--- src/rtl/timer_pkg.sv ---
// Shared definitions for the down-count interval timer: FSM state encoding
// and default data widths.
package timer_pkg;

  localparam int DEF_WIDTH  = 8;
  localparam int DEF_PWIDTH = 8;

  typedef enum logic [1:0] {
    IDLE = 2'd0,
    RUN  = 2'd1,
    DONE = 2'd2
  } state_t;

endpackage

--- src/rtl/downcount_prescaler.sv ---
// Prescale down counter: emits a tick on every enabled cycle where it sits at
// zero, then reloads to the captured prescale value.
module downcount_prescaler
  import timer_pkg::*;
#(
  parameter int PWIDTH = DEF_PWIDTH
) (
  input  logic              clk,
  input  logic              rst,
  input  logic              i_load,
  input  logic [PWIDTH-1:0] i_load_val,
  input  logic              i_en,
  input  logic [PWIDTH-1:0] i_reload_val,
  output logic              o_tick
);

  logic [PWIDTH-1:0] r_cnt;

  assign o_tick = i_en && (r_cnt == '0);

  always_ff @(posedge clk) begin
    if (rst) begin
      r_cnt <= '0;
    end else if (i_load) begin
      r_cnt <= i_load_val;
    end else if (i_en) begin
      if (r_cnt == '0) begin
        r_cnt <= i_reload_val;
      end else begin
        r_cnt <= r_cnt - 1'b1;
      end
    end
  end

endmodule

--- src/rtl/downcount_timer_ctrl.sv ---
// Programmable interval timer controller: captures config on start, counts
// down once per prescaled tick, and flags terminal count (one-shot or periodic).
module downcount_timer_ctrl
  import timer_pkg::*;
#(
  parameter int WIDTH  = DEF_WIDTH,
  parameter int PWIDTH = DEF_PWIDTH
) (
  input  logic              clk,
  input  logic              rst,
  input  logic [WIDTH-1:0]  cfg_load,
  input  logic [PWIDTH-1:0] cfg_prescale,
  input  logic              cfg_reload,
  input  logic              start,
  input  logic              hold,
  input  logic              halt,
  output logic [WIDTH-1:0]  count,
  output logic              busy,
  output logic              done,
  output logic              tc_pulse
);

  state_t            r_state;
  logic [WIDTH-1:0]  r_count;
  logic [WIDTH-1:0]  r_reload_val;
  logic [PWIDTH-1:0] r_presc_val;
  logic              r_mode;
  logic              r_busy;
  logic              r_done;
  logic              r_tc_pulse;

  state_t            w_next_state;
  logic [WIDTH-1:0]  w_next_count;
  logic              w_next_tc;
  logic              w_capture;
  logic              w_presc_en;
  logic              w_tick;

  downcount_prescaler #(
    .PWIDTH(PWIDTH)
  ) u_prescaler (
    .clk          (clk),
    .rst          (rst),
    .i_load       (w_capture),
    .i_load_val   (cfg_prescale),
    .i_en         (w_presc_en),
    .i_reload_val (r_presc_val),
    .o_tick       (w_tick)
  );

  always_comb begin
    w_next_state = r_state;
    w_next_count = r_count;
    w_next_tc    = 1'b0;
    w_capture    = 1'b0;
    w_presc_en   = 1'b0;

    case (r_state)
      IDLE, DONE: begin
        if (start) begin
          w_capture = 1'b1;
        end
      end
      RUN: begin
        w_presc_en = !hold;
        if (w_tick) begin
          if (r_count != '0) begin
            w_next_count = r_count - 1'b1;
          end else begin
            w_next_tc = 1'b1;
            if (r_mode) begin
              w_next_count = r_reload_val;
            end else begin
              w_next_state = DONE;
            end
          end
        end
      end
      default: w_next_state = IDLE;
    endcase

    if (w_capture) begin
      w_next_state = RUN;
      w_next_count = cfg_load;
    end

    // Halt beats everything, including a start and a terminal tick.
    if (halt) begin
      w_next_state = IDLE;
      w_next_count = '0;
      w_next_tc    = 1'b0;
      w_capture    = 1'b0;
      w_presc_en   = 1'b0;
    end
  end

  always_ff @(posedge clk) begin
    if (rst) begin
      r_state      <= IDLE;
      r_count      <= '0;
      r_reload_val <= '0;
      r_presc_val  <= '0;
      r_mode       <= 1'b0;
      r_busy       <= 1'b0;
      r_done       <= 1'b0;
      r_tc_pulse   <= 1'b0;
    end else begin
      r_state    <= w_next_state;
      r_count    <= w_next_count;
      r_busy     <= (w_next_state == RUN);
      r_done     <= (w_next_state == DONE);
      r_tc_pulse <= w_next_tc;
      if (w_capture) begin
        r_reload_val <= cfg_load;
        r_presc_val  <= cfg_prescale;
        r_mode       <= cfg_reload;
      end
    end
  end

  assign count    = r_count;
  assign busy     = r_busy;
  assign done     = r_done;
  assign tc_pulse = r_tc_pulse;

endmodule

--- config.mk ---
export PLATFORM = sky130hd
export DESIGN_NAME = downcount_timer_ctrl
export DESIGN_NICKNAME = d
export VERILOG_FILES = /design/src/rtl/timer_pkg.sv /design/src/rtl/downcount_prescaler.sv /design/src/rtl/downcount_timer_ctrl.sv
export SDC_FILE = /design/constraint.sdc
export NUM_CORES = 1
export LEC_CHECK = 0
export CAP_MARGIN = 30
export CORE_ASPECT_RATIO = 0.9
export CORE_UTILIZATION = 45
export DETAILED_ROUTE_END_ITERATION = 8
export PLACE_DENSITY = 0.79
export SYNTH_ARGS = -nofsm -noshare
export SYNTH_HDL_FRONTEND = slang
export SYNTH_SLANG_ARGS = --single-unit
--- constraint.sdc ---
create_clock -name clk -period 6.6 [get_ports clk]
set_clock_uncertainty 0.2 [all_clocks]
set_input_delay 1.32 -clock clk [delete_from_list [all_inputs] [get_ports clk]]
set_output_delay 1.32 -clock clk [all_outputs]
set_load 0.01 [all_outputs]
== Word level (Yosys, flattened, before mapping) ==
Index checks and enable logic that the tools add are counted.
Storage, ports and cells
  register bits: 38
  input bits: 22
  output and inout port bits: 11
Cells by class
  $add $sub $neg: 2
  eq/ne operators: 4
  muxes and demuxes: 20
  bitwise operators: 2
  reductions and logical operators: 13
Operator list (number)
  8-bit two-way mux: 8
  8-bit by 1-bit subtractor with 8-bit output, second input constant: 2
  2-bit two-way mux: 5
  8-bit logical NOT: 1
  8-bit nonzero test: 1
  1-bit two-way mux: 6
  2-bit nonzero test: 3
  2-bit by 1-bit == test with 1-bit output, second input constant: 2
  2-bit == test, second input constant: 2
  2-bit one-hot mux with 2 select lines: 1
  2-bit OR reduction: 2
  4-bit OR reduction: 1
  3-bit AND reduction: 1
  3-bit nonzero test: 1
  2-bit logical NOT: 1
  1-bit NOT: 2
  1-bit logical AND: 1
  1-bit logical NOT: 1

== Longest topological paths before layout ==
Gate-level depths: netlist of the first run.
  word-level depth: 9
  mapped depth: 8
  depth with buffers taken out: 7

== Modules after synthesis ==
From an unflattened synthesis of the first run, not the netlist that was laid out.
Unflattened totals
  cell total of the unflattened synthesis: 256
  area total of the unflattened synthesis: 2129.5 µm²
Modules (own cells, without submodules)
  downcount_timer_ctrl: instances 1, cells an instance 180, area an instance 1493.9 µm², seq. area each 600.6 µm²
  downcount_prescaler: instances 1, cells an instance 76, area an instance 635.6 µm², seq. area each 160.2 µm²

== Worst setup path after synthesis of the first run ==
No wires, ideal clock.
  path kind: input to register
  from: input port halt
  to: register r_count[0], in the netlist count[0]
  setup time: 0.075 ns
  arrival: 2.803 ns
  required time: 6.325 ns
  path slack: 3.523 ns
  stages: 7
  buffers on the path: 2
  cells stage by stage: or4b_2 buf_2 nor3_2 and2_1 buf_6 o211ai_1 a31oi_1
On the way
  word-level cells in the longest chain between the ends: 4
Ends and longest elaborated chain
  start: declaration: line downcount_timer_ctrl.sv:16  | input logic halt,
  1-bit two-way mux: line downcount_timer_ctrl.sv:88  | if (halt) begin
  1-bit logical AND: line downcount_prescaler.sv:19  | assign o_tick = i_en && (r_cnt == '0);
  2-bit nonzero test (no source line)
  3-bit AND reduction (no source line)
  end signal: assignment: line downcount_timer_ctrl.sv:109  | r_count <= w_next_count;
  end: declaration: line downcount_timer_ctrl.sv:24  | logic [WIDTH-1:0] r_count;
Several ways; a longest one is shown, not always the timed one.
A chain may end at the register's enable or synchronous reset.

== Worst setup path in the final report of the first run ==
  from: input port start
  to: register u_prescaler.r_cnt[6]
On the way
  word-level cells in the longest chain between the ends: 4
Ends and longest elaborated chain
  start: declaration: line downcount_timer_ctrl.sv:14  | input logic start,
  1-bit two-way mux (*): line downcount_timer_ctrl.sv:60  | if (start) begin
  1-bit two-way mux (*): line downcount_timer_ctrl.sv:58  | case (r_state)
  1-bit two-way mux (*): line downcount_timer_ctrl.sv:88
  8-bit two-way mux or 2-bit nonzero test (tied branches)
  end signal: assignment: line downcount_prescaler.sv:25  | r_cnt <= i_load_val;
  end signal: assignment: line downcount_prescaler.sv:28  | r_cnt <= i_reload_val;
  end signal: assignment: line downcount_prescaler.sv:30  | r_cnt <= r_cnt - 1'b1;
  end: declaration: line downcount_prescaler.sv:17  | logic [PWIDTH-1:0] r_cnt;
Every way passes the cells marked *; elsewhere a longest branch is shown, timed or not.

==> run_results.csv, run 1 <==
group,metric,value,unit
yosys,post_synth_mux_area_share,1.73,%
hold_path,hold_depth,2,
routing,via_count,1914,
finish,layout_common_cells,"nand2_1 (51), dfxtp_1 (38), clkdlybuf4s50_1 (32), a21oi_1 (31), nor2_1 (17)",
yosys,synth-simple-area-share,27.1,%
die,dieArea,0.00461,sq mm
place,port_buffers,32,
yosys,syn_area_per_cell,7.84,sq um
yosys,yosys_register_bits,38,
setup_path,r2r_cells,5,
cts,clkTransAtPathRegs,0.07,ns
yosys,synth.area.top_cells,"dfxtp_1 (39%), nand2_1 (9.8%), a21oi_1 (7.9%)",
routing,ant_nets,0,
power_and_ir_drop,leakage,0.848,nW
setup_path,cp-start-kind,"input port",
yosys,synth_nets,275,
routing,firstDrtPassIters,4,
setup_path,critPathKind,"input port to register",
die,die_h,64.5,um
die,core,0.00413,sq mm
yosys,yosys.area.top_type_share,39.0,%
routing,avgRoutedWirePerCell,14.7,um
die,floorplan.initialDensity,47.3,%
cts,cts_htree_levels,2,
grt,grt_pass1_vias,1714,
yosys,synth-xor-area-share,2.24,%
setup_path,cp_data_arrival_time,3.84,ns
yosys,synth_fa_ha_area_share,2.56,%
sta,worst_pin_slew,1.02,ns
routing,drt_wl_total,4750,um
cts,insertion_delay,0.29,ns
place,gp_congestion,0.907,
sta,rsz0062_at_grt,"no",
yosys,synth_compound_area_share,22.9,%
yosys,synth_edf_count,0,
cts,cts_made_buffers,5,
sta,hold_viol_final,0,
setup_path,worstPathRequired,6.59,ns
hold_path,holdPathEnd,"r_presc_val[5]$_SDFFE_PP0P_",
grt,grt_pass1_wl,7910,um
cts,cts_root_buf,"clkbuf_8",
setup_path,worstPathMaxFanout,24,
power_and_ir_drop,p_total,0.605,mW
yosys,netlist_area,0.00195,sq mm
setup_path,r2r_setup_slack,3.90,ns
sta,whs,0.255,ns
grt,antenna_found_initial,0,
yosys,synth_warnings,0,
finish,layout_commonest_cell,"nand2_1",
setup_path,r2r_end,"u_prescaler.r_cnt[6]$_SDFFE_PP0P_",
sta,slew_viol_final,0,
cts,cts_tree,"built",
cts,postCtsSetupBuffers,0,
routing,drtIter0Drc,179,
yosys,synthCells,249,
yosys,ys_types,44,
grt,overflow,0,
setup_path,crit_path_end_kind,"register",
yosys,synthArstFlopShare,0,%
yosys,ys_seq_area_share,39.0,%
sta,timing.final.crit_share,58.2,%
hold_path,min_from,"r_presc_val[5]$_SDFFE_PP0P_",
finish,fin_area,0.00242,sq mm
finish,n_fill_cell,370,
finish,fin_nets,301,
sta,setup_violations,0,
yosys,synth_top_cell_by_area,"dfxtp_1",
setup_path,worstReg2RegStart,"r_state[0]$_SDFF_PP0_",
die,boundaryPins,33,
place,dp_hpwl,3190,um
finish,synthToLayoutAreaGrowth,24.2,%
yosys,synth_flop_cell,"dfxtp_1",
status,status,"finished, final reports clean",
cts,cts_sinks,38,
flow_run,maxCapViolCount,0,
sta,fmax,260,MHz
cts,clockBufferDepth,2,
power_and_ir_drop,vdd_drop_max,0.106,mV
grt,grt_max_degree,27,
hold_path,hp-class,"register to register",
finish,n_antenna_cell,0,
grt,grt.total_usage,22.1,%
power_and_ir_drop,power_density,250,mW/mm^2
die,chipWidth,71.4,um
routing,via_per_inst,5.91,
sta,slew_headroom,31.6,%
sta,fin_tns_setup,0,ns
cts,post_cts_resized,0,
finish,drive_gt1_share,9.06,%
yosys,synth_top_family_by_area,"simple AND/OR/NAND/NOR gates",
die,num_rows,22,
sta,fin_crit,3.84,ns
routing,drc,0,
cts,hold_buffers,0,
place,dpl_cell_area,0.00228,sq mm
-- power by group --
group / internal (mW) / total, mW / switching, mW
registers: 0.240 / 0.251 / 0.0108
clock network: 0.161 / 0.247 / 0.0861
logic: 0.0486 / 0.107 / 0.0585
-- cell usage after synthesis (3+ instances only) --
library cell and instances:
ha_1 4, clkbuf_1 12, a21oi_1 31, nand2_1 51, dfxtp_1 38, o211ai_1 5, xnor2_1 4, mux2_2 3
nor2_1 17, o21ai_0 5, inv_1 6, nand2b_1 3, o221ai_1 3, nor3_1 8, nor3b_1 3, a31oi_1 9
a22oi_1 3, nand3_1 6
-- state kept, by name (all words and copies together), names as in the netlist --
name / flops
r_presc_val: 8
count: 8
busy: 1
r_reload_val: 8
done: 1
r_mode: 1
u_prescaler.r_cnt: 8
r_state: 2
tc_pulse: 1
-- kinds of logic after synthesis --
| group | Yosys count |
|---|---|
| and+or+nand+nor | 108 |
| AOI/OAI and AO/OA | 70 |
| DFF | 38 |
| buffers and inverters | 21 |
| xor gates and xnor gates | 5 |
| adders and majority gates | 4 |
| muxes | 3 |
-- per-stage QoR --
step / std cells / utilization, % / setup WS [ns]
floorplan: 249 / - / 3.52
global placement: 316 / 55.2 / 2.62
finish: 324 / 58.7 / 2.76
global route: 324 / 58.7 / 2.54
detailed placement: 316 / 55.2 / 2.55
CTS: 324 / 58.7 / 2.84
-- worst max-delay path: stages --
cell and delay (ns):
clkdlybuf4s50_1 0.47, nor2b_1 0.81, nand2b_1 0.77, nand2_1 0.23, a31oi_1 0.11, o21a_1 0.12
-- layout make-up --
cell class	instances	area, sq um	share of cell area (%)
flip-flops and latches	38	761	31.4
well taps	48	60.1	2.48
inverters	6	22.5	0.929
multi-input cells	190	1100	45.5
repair buffers	34	335	13.8
clock buffers	6	82.6	3.41
clock inverters	2	60.1	2.48
-- worst max path at each step --
stage,slack [ns],depth (start not counted),to,from
after floorplan,3.52,7,count[0]$_SDFFE_PP0P_,halt
after global placement,2.62,6,u_prescaler.r_cnt[6]$_SDFFE_PP0P_,start
after detailed placement,2.55,5,u_prescaler.r_cnt[4]$_SDFFE_PP0P_,start
after CTS,2.84,6,u_prescaler.r_cnt[6]$_SDFFE_PP0P_,start
after global routing,2.54,5,u_prescaler.r_cnt[3]$_SDFFE_PP0P_,start
final,2.76,6,u_prescaler.r_cnt[6]$_SDFFE_PP0P_,start
-- layer usage --
| layer | vias up | global-route usage, % | share of wire, % |
|---|---|---|---|
| li1 | 938 | - | - |
| met1 | 889 | 30.4 | 48 |
| met2 | 80 | 32.6 | 43 |
| met3 | 7 | 4.20 | 7.2 |
| met4 | 0 | 11.8 | 1.7 |
| met5 | - | 0 | 0 |
Power figures use the tool's default switching activity.
==> inputs of run 2 (changes only) <==
==> constraint.sdc (replaced) <==
create_clock -name clk -period 3.8 [get_ports clk]
set_clock_uncertainty 0.2 [all_clocks]
set_input_delay 0.76 -clock clk [delete_from_list [all_inputs] [get_ports clk]]
set_output_delay 0.76 -clock clk [all_outputs]
set_load 0.01 [all_outputs]
==> run 2 against run 1 <==
Final area down 0.88%; core utilization down 0.52 points; clock power up 15%; global-route usage down 0.59 points; sequential share of layout area up 0.28 points; combinational power up 74%; largest cell class unchanged.
==> run_results.csv, run 2 (synthesized netlist as in run 1, its figures left out) <==
group,metric,value,unit
die,num_rows,22,
die,core,0.00413,sq mm
sta,fmax,333,MHz
die,die_h,64.5,um
finish,fin_nets,305,
finish,multiInputGateArea,0.00110,sq mm
routing,dr_wl_met2,2080,um
setup_path,r2r_setup_slack,1.30,ns
place,gp_congestion,0.834,
sta,fin_tns_setup,0,ns
routing,ant_nets,0,
setup_path,critPathLaunch,"halt",
setup_path,worstPathRequired,3.83,ns
grt,grt_max_degree,26,
power_and_ir_drop,leakage,0.844,nW
cts,cts_sinks,38,
routing,drtIter0Drc,128,
hold_path,hp-class,"register to register",
power_and_ir_drop,vdd_drop_max,0.214,mV
place,dp_hpwl,3330,um
cts,cts_htree_levels,2,
setup_path,worstPathCellList,"clkdlybuf4s50_1 -> or4b_2 -> nor3_2 -> and2_1 -> o221ai_1 -> a21oi_1",
die,chipWidth,71.4,um
die,dieArea,0.00461,sq mm
setup_path,worstReg2RegStart,"count[0]$_SDFFE_PP0P_",
setup_path,critPathKind,"input port to register",
setup_path,slowest_delay,0.80,ns
grt,antenna_found_initial,0,
sta,hold_viol_final,0,
sta,slew_headroom,54.0,%
place,pre_cts_slack,0.504,ns
sta,worst_pin_slew,0.687,ns
sta,whs,0.255,ns
power_and_ir_drop,power_density,377,mW/mm^2
grt,grt.total_usage,21.5,%
sta,slew_viol_final,0,
grt,grt_pass1_wl,7720,um
cts,postCtsSetupBuffers,0,
cts,clkTransAtPathRegs,0.07,ns
cts,post_cts_resized,0,
setup_path,worstPathMaxFanout,8,
routing,drc,0,
cts,cts_made_buffers,5,
finish,seq_area,761,sq um
routing,highest_layer,"met4",
setup_path,cp_data_arrival_time,3.03,ns
finish,drive_gt1_share,10.0,%
routing,drt_wl_total,4640,um
routing,via_per_inst,5.56,
routing,m1WireLength,2250,um
finish,synthToLayoutAreaGrowth,23.1,%
cts,clockBufferDepth,2,
routing,via_count,1825,
sta,setup_ws,0.793,ns
sta,setup_violations,0,
flow_run,maxCapViolCount,0,
sta,timing.final.crit_share,79.1,%
routing,avgRoutedWirePerCell,14.2,um
grt,overflow,0,
finish,layout_common_cells,"nand2_1 (51), dfxtp_1 (38), clkdlybuf4s50_1 (32), a21oi_1 (31), nor2_1 (17)",
finish,n_fill_cell,383,
setup_path,cpMaxStageDelayCell,"or4b_2",
finish,layout_commonest_cell,"nand2_1",
status,status,"finished, final reports clean",
setup_path,crit_end,"count[7]$_SDFFE_PP0P_",
cts,cts_root_buf,"clkbuf_8",
place,port_buffers,32,
die,boundaryPins,33,
setup_path,cp-start-kind,"input port",
setup_path,r2r_end,"count[4]$_SDFFE_PP0P_",
sta,rsz0062_at_grt,"no",
setup_path,crit_path_end_kind,"register",
finish,n_antenna_cell,0,
setup_path,r2r_cells,7,
die,floorplan.initialDensity,47.3,%
cts,hold_buffers,0,
routing,firstDrtPassIters,4,
grt,grt_pass1_vias,1700,
cts,cts_tree,"built",
cts,insertion_delay,0.29,ns
routing,dr_wl_met3,256,um
sta,fin_crit,3.01,ns
==> run 2: through the flow <==
stage,cell area (sq um),instances,utilization (%),power (mW)
after global placement,2310,320,56.0,0.626
after detailed placement,2310,320,56.0,0.628
after floorplan,1950,249,-,0.567
after global routing,2400,328,58.2,0.957
after CTS,2400,328,58.2,0.911
final,2400,328,58.2,0.906
==> run 2: final cells by class <==
| cell class | count | area share, % |
|---|---|---|
| clock inverters | 1 | 0.208 |
| multi-input cells | 190 | 45.9 |
| clock buffers | 7 | 3.59 |
| repair buffers | 38 | 15.2 |
| inverters | 6 | 0.938 |
| flip-flops and latches | 38 | 31.7 |
| well taps | 48 | 2.50 |
==> run 2: report_power, final <==
group          internal [mW]  switching (mW)  leakage [nW]  total [mW]
registers              0.417          0.0187         0.310       0.435
clock network          0.146           0.139        0.0482       0.285
logic                 0.0870          0.0991         0.486       0.186
==> run 2: critical path: cells and delay by family <==
kind                   cells  cell delay (ns)
and+or+nand+nor            3             1.46
buffers and inverters      1             0.48
AOI/OAI and AO/OA          2             0.34
==> run 2: per-layer routing <==
layer,GRT usage (%),vias up
li1,-,943
met3,5.75,4
met2,33.5,54
met1,28.5,824
met4,8.00,0
met5,0,-
==> run 2: worst min path at each step <==
| stage | end | slack (ns) | from | cells after the start |
|---|---|---|---|---|
| after detailed placement | r_reload_val[2]$_SDFFE_PP0P_ | 0.25 | r_reload_val[2]$_SDFFE_PP0P_ | 2 |
| after global routing | r_presc_val[6]$_SDFFE_PP0P_ | 0.28 | r_presc_val[6]$_SDFFE_PP0P_ | 2 |
| final | r_presc_val[6]$_SDFFE_PP0P_ | 0.26 | r_presc_val[6]$_SDFFE_PP0P_ | 2 |
| after global placement | r_presc_val[4]$_SDFFE_PP0P_ | 0.24 | r_presc_val[4]$_SDFFE_PP0P_ | 2 |
| after floorplan | r_reload_val[2]$_SDFFE_PP0P_ | 0.23 | r_reload_val[2]$_SDFFE_PP0P_ | 2 |
| after CTS | r_presc_val[1]$_SDFFE_PP0P_ | 0.26 | r_presc_val[1]$_SDFFE_PP0P_ | 2 |
==> inputs of run 3 (changes only) <==
==> constraint.sdc (replaced) <==
create_clock -name clk -period 3 [get_ports clk]
set_clock_uncertainty 0.2 [all_clocks]
set_input_delay 0.6 -clock clk [delete_from_list [all_inputs] [get_ports clk]]
set_output_delay 0.6 -clock clk [all_outputs]
set_load 0.01 [all_outputs]
==> run 3 against run 2 <==
Flip-flop and latch count unchanged; first-iteration DRC count grew 27%; routed wire length shrank 2.5%; register-to-register slack got worse by 0.77 ns; sequential share of layout area is 0.91 points lower; highest routed layer unchanged; die area unchanged; combinational power up 28%; clock power rose by 90%.
==> run_results.csv, run 3 (synthesized netlist as in run 1, its figures left out) <==
group,metric,value,unit
finish,synthToLayoutAreaGrowth,26.7,%
die,chipWidth,71.4,um
die,core,0.00413,sq mm
finish,fin_area,0.00247,sq mm
cts,postCtsSetupBuffers,0,
setup_path,crit_path_end_kind,"register",
place,gp_congestion,0.844,
die,num_rows,22,
routing,via_count,1843,
sta,slew_viol_final,0,
cts,cts_sinks,38,
routing,m1WireLength,2250,um
die,dieArea,0.00461,sq mm
cts,clockBufferDepth,2,
place,dpl_cell_area,0.00233,sq mm
die,floorplan.initialDensity,47.3,%
cts,insertion_delay,0.29,ns
setup_path,cp_data_arrival_time,2.63,ns
cts,hold_buffers,0,
power_and_ir_drop,vdd_drop_max,0.260,mV
routing,drc,0,
flow_run,maxCapViolCount,0,
place,port_buffers,32,
cts,cts_root_buf,"clkbuf_8",
finish,fin_nets,306,
setup_path,critPathKind,"input port to register",
sta,setup_ws,0.390,ns
finish,layout_common_cells,"nand2_1 (51), dfxtp_1 (38), clkdlybuf4s50_1 (32), a21oi_1 (31), nor2_1 (17)",
power_and_ir_drop,power_density,538,mW/mm^2
grt,antenna_found_initial,0,
place,dp_cells,321,
sta,fin_tns_setup,0,ns
routing,avgRoutedWirePerCell,13.8,um
power_and_ir_drop,p_total,1.33,mW
setup_path,worstPathMaxFanout,8,
cts,cts_tree,"built",
power_and_ir_drop,leakage,0.875,nW
cts,cts_htree_levels,2,
sta,hold_viol_final,0,
routing,drt_wl_total,4530,um
finish,layout_commonest_cell,"nand2_1",
cts,clkTransAtPathRegs,0.07,ns
place,dp_hpwl,3180,um
sta,fin_crit,2.61,ns
sta,setup_violations,0,
cts,post_cts_resized,0,
cts,cts_made_buffers,5,
sta,fmax,383,MHz
hold_path,hp-class,"register to register",
finish,final_cells,329,
place,pre_cts_slack,0.0993,ns
finish,finalCoreUtilization,59.9,%
sta,timing.final.crit_share,87.0,%
routing,drtIter0Drc,163,
routing,highest_layer,"met4",
grt,overflow,0,
grt,grt_pass1_vias,1727,
finish,seq_area,761,sq um
status,status,"finished, final reports clean",
routing,dr_wl_met2,1960,um
sta,slew_headroom,52.3,%
finish,n_fill_cell,361,
sta,whs,0.252,ns
grt,grt_max_degree,26,
routing,dr_wl_met3,228,um
finish,multiInputGateArea,0.00110,sq mm
die,boundaryPins,33,
routing,ant_nets,0,
grt,grt_pass1_wl,7850,um
routing,via_per_inst,5.60,
die,die_h,64.5,um
finish,n_antenna_cell,0,
sta,rsz0062_at_grt,"no",
routing,firstDrtPassIters,5,
setup_path,worstPathRequired,3.02,ns
grt,grt.total_usage,21.8,%
setup_path,cp-start-kind,"input port",
finish,drive_gt1_share,10.7,%
sta,worst_pin_slew,0.708,ns
## run 3: critical path, stage by stage
cell	delay [ns]
clkdlybuf4s50_1	0.41
or4b_2	0.68
nor3_2	0.24
and2_1	0.38
o211ai_1	0.16
a31oi_1	0.17
## run 3: per-layer routing
metal / GRT usage (%) / vias to the layer above
li1: - / 942
met1: 29.9 / 844
met4: 9.25 / 0
met5: 0 / -
met3: 4.82 / 9
met2: 33.1 / 48
## run 3: final timing paths
kind / from / endpoint / slack [ns] / cells after the start
worst min register to register: r_presc_val[5]$_SDFFE_PP0P_ / r_presc_val[5]$_SDFFE_PP0P_ / 0.25 / 2
worst min-delay path: r_presc_val[5]$_SDFFE_PP0P_ / r_presc_val[5]$_SDFFE_PP0P_ / 0.25 / 2
worst max-delay path: halt / count[1]$_SDFFE_PP0P_ / 0.39 / 6
worst max register to register: count[0]$_SDFFE_PP0P_ / count[4]$_SDFFE_PP0P_ / 0.53 / 7
## run 3: layout make-up
cell class | instances | area share (%)
clock inverters | 2 | 2.43
flip-flops and latches | 38 | 30.8
clock buffers | 6 | 3.34
repair buffers | 39 | 15.6
multi-input cells | 190 | 44.6
inverters | 6 | 0.910
well taps | 48 | 2.43
## run 3: power by group
| part | total, mW | internal [mW] | leakage, nW | switching [mW] |
|---|---|---|---|---|
| sequential | 0.551 | 0.527 | 0.310 | 0.0232 |
| combinational | 0.239 | 0.112 | 0.493 | 0.126 |
| clock | 0.541 | 0.355 | 0.0714 | 0.186 |
| total | 1.33 | 0.995 | 0.875 | 0.336 |
